===== config.mk =====
export PLATFORM = sky130hd
export DESIGN_NAME = hazard_stall_unit
export DESIGN_NICKNAME = d
export VERILOG_FILES = /design/src/rtl/hazard_stall_unit.sv
export SDC_FILE = /design/constraint.sdc
export NUM_CORES = 1
export LEC_CHECK = 0
export BUFFER_PORTS_ARGS = -buffer_cell sky130_fd_sc_hd__buf_4
export CORE_ASPECT_RATIO = 2
export CORE_MARGIN = 2
export CORE_UTILIZATION = 50
export DETAILED_ROUTE_END_ITERATION = 8
export PLACE_DENSITY_LB_ADDON = 0.15
export SLEW_MARGIN = 20
export SYNTH_ARGS = -nofsm -noshare
export SYNTH_HDL_FRONTEND = slang
export SYNTH_SLANG_ARGS = --single-unit
export TNS_END_PERCENT = 5

===== constraint.sdc =====
create_clock -name clk -period 2.2 [get_ports clk]
set_input_delay 0.44 -clock clk [delete_from_list [all_inputs] [get_ports clk]]
set_output_delay 0.44 -clock clk [all_outputs]
set_load 0.005 [all_outputs]

===== src/rtl/hazard_stall_unit.sv =====
// Load-use / memory-busy stall and flush control for a 5-stage pipeline.
// Shadows EX/MEM/WB destination state and counts stall cycles.
module hazard_stall_unit #(
  parameter int unsigned REG_BITS = 4,
  parameter int unsigned CNT_BITS = 16
) (
  input  logic                     clk,
  input  logic                     rst,
  input  logic                     valid_decode,
  input  logic [REG_BITS-1:0]      rs1_decode,
  input  logic [REG_BITS-1:0]      rs2_decode,
  input  logic                     use_rs1_decode,
  input  logic                     use_rs2_decode,
  input  logic [REG_BITS-1:0]      rd_decode,
  input  logic                     wre_decode,
  input  logic                     load_decode,
  input  logic                     mem_busy,
  input  logic                     flush,
  output logic                     stall_fetch,
  output logic                     stall_decode,
  output logic                     stall_execute,
  output logic                     stall_memory,
  output logic                     bubble_execute,
  output logic                     kill_decode,
  output logic [2**REG_BITS-1:0]   pending_mask,
  output logic [CNT_BITS-1:0]      stall_count
);

  localparam int unsigned NumRegs = 2 ** REG_BITS;

  typedef struct packed {
    logic                valid;
    logic [REG_BITS-1:0] rd;
    logic                wre;
    logic                load;
  } shadow_t;

  shadow_t ex_q, ex_d, mem_q, mem_d, wb_q, wb_d;
  logic [CNT_BITS-1:0] cnt_q, cnt_d;
  logic rs1_hit, rs2_hit, load_use;

  always_comb begin
    rs1_hit  = use_rs1_decode && (ex_q.rd == rs1_decode);
    rs2_hit  = use_rs2_decode && (ex_q.rd == rs2_decode);
    load_use = valid_decode && ex_q.valid && ex_q.wre && ex_q.load && (rs1_hit || rs2_hit);
  end

  always_comb begin
    stall_fetch    = 1'b0;
    stall_decode   = 1'b0;
    stall_execute  = 1'b0;
    stall_memory   = 1'b0;
    bubble_execute = 1'b0;
    kill_decode    = 1'b0;
    ex_d           = ex_q;
    mem_d          = mem_q;
    wb_d           = wb_q;
    if (mem_busy) begin
      stall_fetch   = 1'b1;
      stall_decode  = 1'b1;
      stall_execute = 1'b1;
      stall_memory  = 1'b1;
      // WB retires while MEM holds, so its slot empties.
      wb_d.valid    = 1'b0;
    end else begin
      mem_d = ex_q;
      wb_d  = mem_q;
      if (flush) begin
        kill_decode    = 1'b1;
        bubble_execute = 1'b1;
        ex_d           = '0;
      end else if (load_use) begin
        stall_fetch    = 1'b1;
        stall_decode   = 1'b1;
        bubble_execute = 1'b1;
        ex_d           = '0;
      end else begin
        ex_d = '{valid: valid_decode, rd: rd_decode, wre: wre_decode, load: load_decode};
      end
    end
  end

  always_comb begin
    cnt_d = cnt_q;
    if (stall_fetch && (cnt_q != {CNT_BITS{1'b1}})) begin
      cnt_d = cnt_q + {{(CNT_BITS-1){1'b0}}, 1'b1};
    end
  end

  always_comb begin
    pending_mask = '0;
    for (int i = 0; i < NumRegs; i++) begin
      pending_mask[i] = (ex_q.valid  && ex_q.wre  && (ex_q.rd  == REG_BITS'(i))) ||
                        (mem_q.valid && mem_q.wre && (mem_q.rd == REG_BITS'(i))) ||
                        (wb_q.valid  && wb_q.wre  && (wb_q.rd  == REG_BITS'(i)));
    end
  end

  assign stall_count = cnt_q;

  always_ff @(posedge clk) begin
    if (rst) begin
      ex_q  <= '0;
      mem_q <= '0;
      wb_q  <= '0;
      cnt_q <= '0;
    end else begin
      ex_q  <= ex_d;
      mem_q <= mem_d;
      wb_q  <= wb_d;
      cnt_q <= cnt_d;
    end
  end

endmodule


Word-level counts from Yosys, hierarchy flattened. Index checks and enable logic that the tools add are counted.

$add $sub $neg: 1. Mux-type cells: 10. Shifts and indexed selects: 0. Bitwise operators: 0. Equality and inequality tests: 48. $lt $le $gt $ge: 0. Divide/modulo/power cells: 0. Multipliers: 0. Reduce and logical (&&, ||, !) cells: 95.

Operators with widths (number): 4-bit == test, second input constant (24); 1-bit logical AND (58); 4-bit by 3-bit == test with 1-bit output, second input constant (12); 1-bit logical OR (33); 4-bit by 2-bit == test with 1-bit output, second input constant (6); 16-bit by 1-bit adder with 16-bit output, second input constant (1); 16-bit != test, second input constant (1); 7-bit two-way mux (2); 4-bit by 1-bit == test with 1-bit output, second input constant (3); 4-bit zero test (3); 4-bit == test (2); 1-bit two-way mux (8); 2-bit OR reduction (1).

Bits in read-only memories: 0. RAM bits: 0. Bits in latches: 0. Bits in registers: 35. Memories kept: 0. Input bits: 21.

Longest topological paths before layout.
Depth after elaboration: 8. Mapped depth: 8. Depth with buffers taken out: 6.

Worst setup path after synthesis. Ideal clock, no wire load.

Path type: input-to-reg. Start point: in rs1_decode[2]. End point: reg cnt_q[15] (netlist: stall_count[15]). Path slack: 0.246 ns. Arrival time: 1.830 ns. Stages: 6. Setup time: 0.123 ns. Buffers on the path: 0. Cells stage by stage: xor2_1 a2111oi_4 nand3_2 a211oi_2 nand4_1 mux2_1.

Longest elaborated chain between the ends: 8.

Ends and longest elaborated chain: from (decl) (RTL line 10) `input logic [REG_BITS-1:0] rs1_decode,`; 4-bit == test (RTL line 43) `rs1_hit = use_rs1_decode && (ex_q.rd == rs1_decode);`; 1-bit logical AND (RTL line 43); 1-bit logical OR (RTL line 45) `load_use = valid_decode && ex_q.valid && ex_q.wre && ex_q.load && (rs1_hit || rs2_hit);`; 1-bit logical AND (RTL line 45); 1-bit two-way mux (RTL line 72) `end else if (load_use) begin`; 1-bit two-way mux (RTL line 68) `if (flush) begin`; 1-bit two-way mux (RTL line 58) `if (mem_busy) begin`; 1-bit logical AND (RTL line 85) `if (stall_fetch && (cnt_q != {CNT_BITS{1'b1}})) begin`; to (signal assigned) (RTL line 111) `cnt_q <= cnt_d;`; to (decl) (RTL line 39) `logic [CNT_BITS-1:0] cnt_q, cnt_d;`.

No other way between the ends. A chain may end at the register's enable or synchronous reset.

Worst setup path in the final report.
Start point: reg ex_q[4] (netlist name). End point: out bubble_execute.

Longest elaborated chain between the ends: 7. Elaborated cells on any way between the ends: 9.

Ends and longest elaborated chain: from (decl) (RTL line 38) `shadow_t ex_q, ex_d, mem_q, mem_d, wb_q, wb_d;`; from (signal assigned) (RTL line 103) `ex_q <= '0;`; from (signal assigned) (RTL line 108) `ex_q <= ex_d;`; 4-bit == test (on tied branches) (RTL line 43, 44); 1-bit logical AND (on tied branches) (RTL line 43, 44); 1-bit logical OR (*) (RTL line 45); 1-bit logical AND (*) (RTL line 45); 1-bit two-way mux (*) (RTL line 72); 1-bit two-way mux (*) (RTL line 68); 1-bit two-way mux (*) (RTL line 58); to (decl) (RTL line 23) `output logic bubble_execute,`.

Every way passes the cells marked *; elsewhere a longest branch is shown, timed or not.

==> metrics.yaml <==
power_and_ir_drop:
  intPower_uw: 981
  p_leak_uw: 0.00124
  ir_worst_vdd_mv: 0.495
  power_frac_clock_pct: 35.3
  pwr-share-comb_pct: 13.3
  power_frac_seq_pct: 51.3
  power_density_nw_per_um2: 469
  swShare_pct: 24.8
  p_switching_uw: 324
detailed_routing:
  ant_nets: 0
  dr.pass1.iters: 4
  first_iter_violations: 56
  routedWlPerCell_um: 14.8
  totalWireLength_um: 5460
  vias: 2074
  via_per_inst: 5.62
  drc: 0
synthesis:
  synth-edff-count: 0
  yosys.area.top_type: "dfxtp_1"
  synth_cells: 256
  syn_area_um2: 2170
  synth_area_leaders: "dfxtp_1 (32%), mux2i_1 (8.8%), nand3_1 (5.5%)"
  ys.flop_type: "dfxtp_1"
  synth-seq-cells: 35
  ys_types: 50
  synthArstFlopShare_pct: 0
  synth_seq_area_share_pct: 32.3
  yosysWarnings: 0
  synth_nets: 278
  postSynthAreaPerCell_um2: 8.48
  synth_top_area_share_pct: 32.3
die:
  start_util_pct: 52.6
  die_w_um: 50.6
  io_pins: 59
  rows: 33
  fp.dieArea_um2: 4920
  fp.coreArea_um2: 4130
  die_h_um: 97.2
min_path:
  min-delay-start: "rd_decode[3]"
  min_path_type: "primary input to flop"
setup_path:
  path_max_fanout: 4
  crit_arrival_ns: 1.72
  worstReg2RegStart: "ex_q[2]$_SDFFE_PP0N_"
  path_cells: "xor2_1, a2111oi_4, nand2_1, a21oi_1, o21ba_2, buf_4"
  worst_path_max_delay_cell: "a2111oi_4"
  max_stage_delay_ns: 0.38
  worstSetupPathType: "flop to output port"
  start_kind: "flop"
  endpoint_kind: "output port"
  cp-startpoint: "ex_q[4]$_SDFFE_PP0N_"
  cp.required_ns: 1.76
grt:
  grt_max_degree: 43
  antenna_found_initial: 0
  grt_pass1_vias: 1972
  overflow: 0
  grt_use_total_pct: 23.5
  grt_pass1_wl_um: 9090
timing:
  period_share_pct: 98.3
  finalHoldViolCount: 0
  rsz0062_at_grt: "yes"
  fmax_ghz: 0.462
  relSlewSlack_pct: 62.2
  tightestPinTransition_ns: 0.566
  skew_ns: 0.00483
  layout_min_cycle_time_ns: 2.16
  finalMaxSlewViolations: 0
  hold_ws_ns: 0.446
  setup_viol: 0
final_layout:
  fin_cells: 369
  multi_input_area_um2: 1390
  final_net_count: 339
  seqCellArea_um2: 704
  n_fill_cell: 375
  stdcell_area_um2: 2780
  drive_above_1_share_pct: 32.2
  synthToLayoutAreaGrowth_pct: 28.2
  diodes: 0
clocking:
  cts_hold_buf: 0
  h-tree-depth: 2
  cts_buffer_depth: 2
  clock_sinks: 35
  cts_tree: "yes"
  numCtsBuffers: 5
  cts-root-buf: "clkbuf_8"
  clkLatencyLatePin_ns: 0.28
  post_cts_buffers: 0
  clkTransAtPathRegs_ns: 0.07
place:
  detailed_place_hpwl_um: 4130
  place.gp.congestion: 0.879
  dp.cells: 362
  placed_area_um2: 2670
  io_buffers: 58
job:
  cap_violations: 0
outcome:
  status: "completed"
critical path, delay by kind of cell, from the launching register on:
| kind | cells | cell delay [ns] |
|---|---|---|
| compound gates | 3 | 0.68 |
| flops | 1 | 0.36 |
| simple gates | 1 | 0.10 |
| buf+inv | 1 | 0.11 |
| xor+xnor | 1 | 0.20 |
through the flow:
stage               TNS [ns]  utilization [%]  total power [uW]  worst slack, ns
floorplan                  0                -               783            0.246
global placement           0             64.6               851           0.0951
detailed placement         0             64.6               855           0.0111
CTS                        0             66.8              1320           0.0490
global route         -0.0571             67.4              1360          -0.0571
finish                     0             67.4              1300           0.0376
synthesized netlist by cell type, drive strengths merged (2+ instances only):
library cell	instances
nand2	26
nand2b	3
and3	4
mux2i	19
a21oi	7
xor2	4
inv	4
and2b	2
clkbuf	8
nand4	7
buf	7
nor3	14
and4	4
nor3b	5
a2111oi	3
nor2	30
xnor2	5
a22oi	10
dfxtp	35
nor2b	14
nand3	25
a222oi	2
mux2	6
worst paths after layout:
path / endpoint / slack, ns / cells after the start
min: ex_q[5]$_SDFFE_PP0N_ / 0.45 / 3
max reg2reg: stall_count[11]$_SDFFE_PP0P_ / 0.12 / 6
max: bubble_execute / 0.04 / 6
min reg2reg: wb_q[6]$_SDFF_PP0_ / 0.52 / 1
logic make-up after synthesis:
logic type | share of synthesized area [%]
AND/OR/NAND/NOR | 33.1
adder cells (fa/ha/maj) | 0.576
multiplexers | 11.9
XOR/XNOR | 3.63
AO/OA/AOI/OAI | 13.9
buffers and inverters | 4.67
flip-flops | 32.3
placed cells by master (no fill, tap or decap), types with 2 or more instances in the layout:
master	count
nand2b_1	2
clkbuf_8	6
nor3b_1	4
and4_1	2
mux2_1	6
xor2_1	4
nand2_1	25
a21oi_1	6
and3_1	3
nor3_1	11
nor3_2	3
and4_2	2
xnor2_1	5
a222oi_1	2
a22oi_1	10
buf_4	69
dfxtp_2	3
and2b_2	2
inv_1	3
nand3_1	24
mux2i_1	19
nand4_1	7
nor2b_1	13
dfxtp_1	32
nor2_1	29
cell type report:
type	count	share of cell area (%)
well taps	52	2.34
clock buffers	6	2.97
multi-input cells	202	50.1
repair buffers	69	18.6
inverters	4	0.539
clock inverters	1	0.180
flip-flops and latches	35	25.3
state kept, by name, indices dropped and copies added (netlist names):
name,cells
stall_count,16
ex_q,7
mem_q,6
wb_q,6
timing repair:
action,in CTS,in global routing
resized for setup,3,5
setup endpoints to repair,3,5
pin swaps,0,2
per-layer routing:
| metal | routed length [um] | track usage (%) | vias to the layer above | share of wire [%] |
|---|---|---|---|---|
| li1 | - | - | 1041 | - |
| met1 | 2060 | 24.9 | 956 | 38 |
| met2 | 3040 | 43.5 | 61 | 56 |
| met3 | 182 | 2.92 | 16 | 3.3 |
| met4 | 181 | 11.4 | 0 | 3.3 |
| met5 | 0 | 0 | - | 0 |
power by group through the flow:
stage,Clock (uW),Combinational (uW),Sequential (uW)
final,461,174,669
after global routing,500,191,671
after CTS,479,173,669
after detailed placement,0,172,683
after global placement,0,169,682
after floorplan,0,107,676
(Power assumes the default switching activity.)
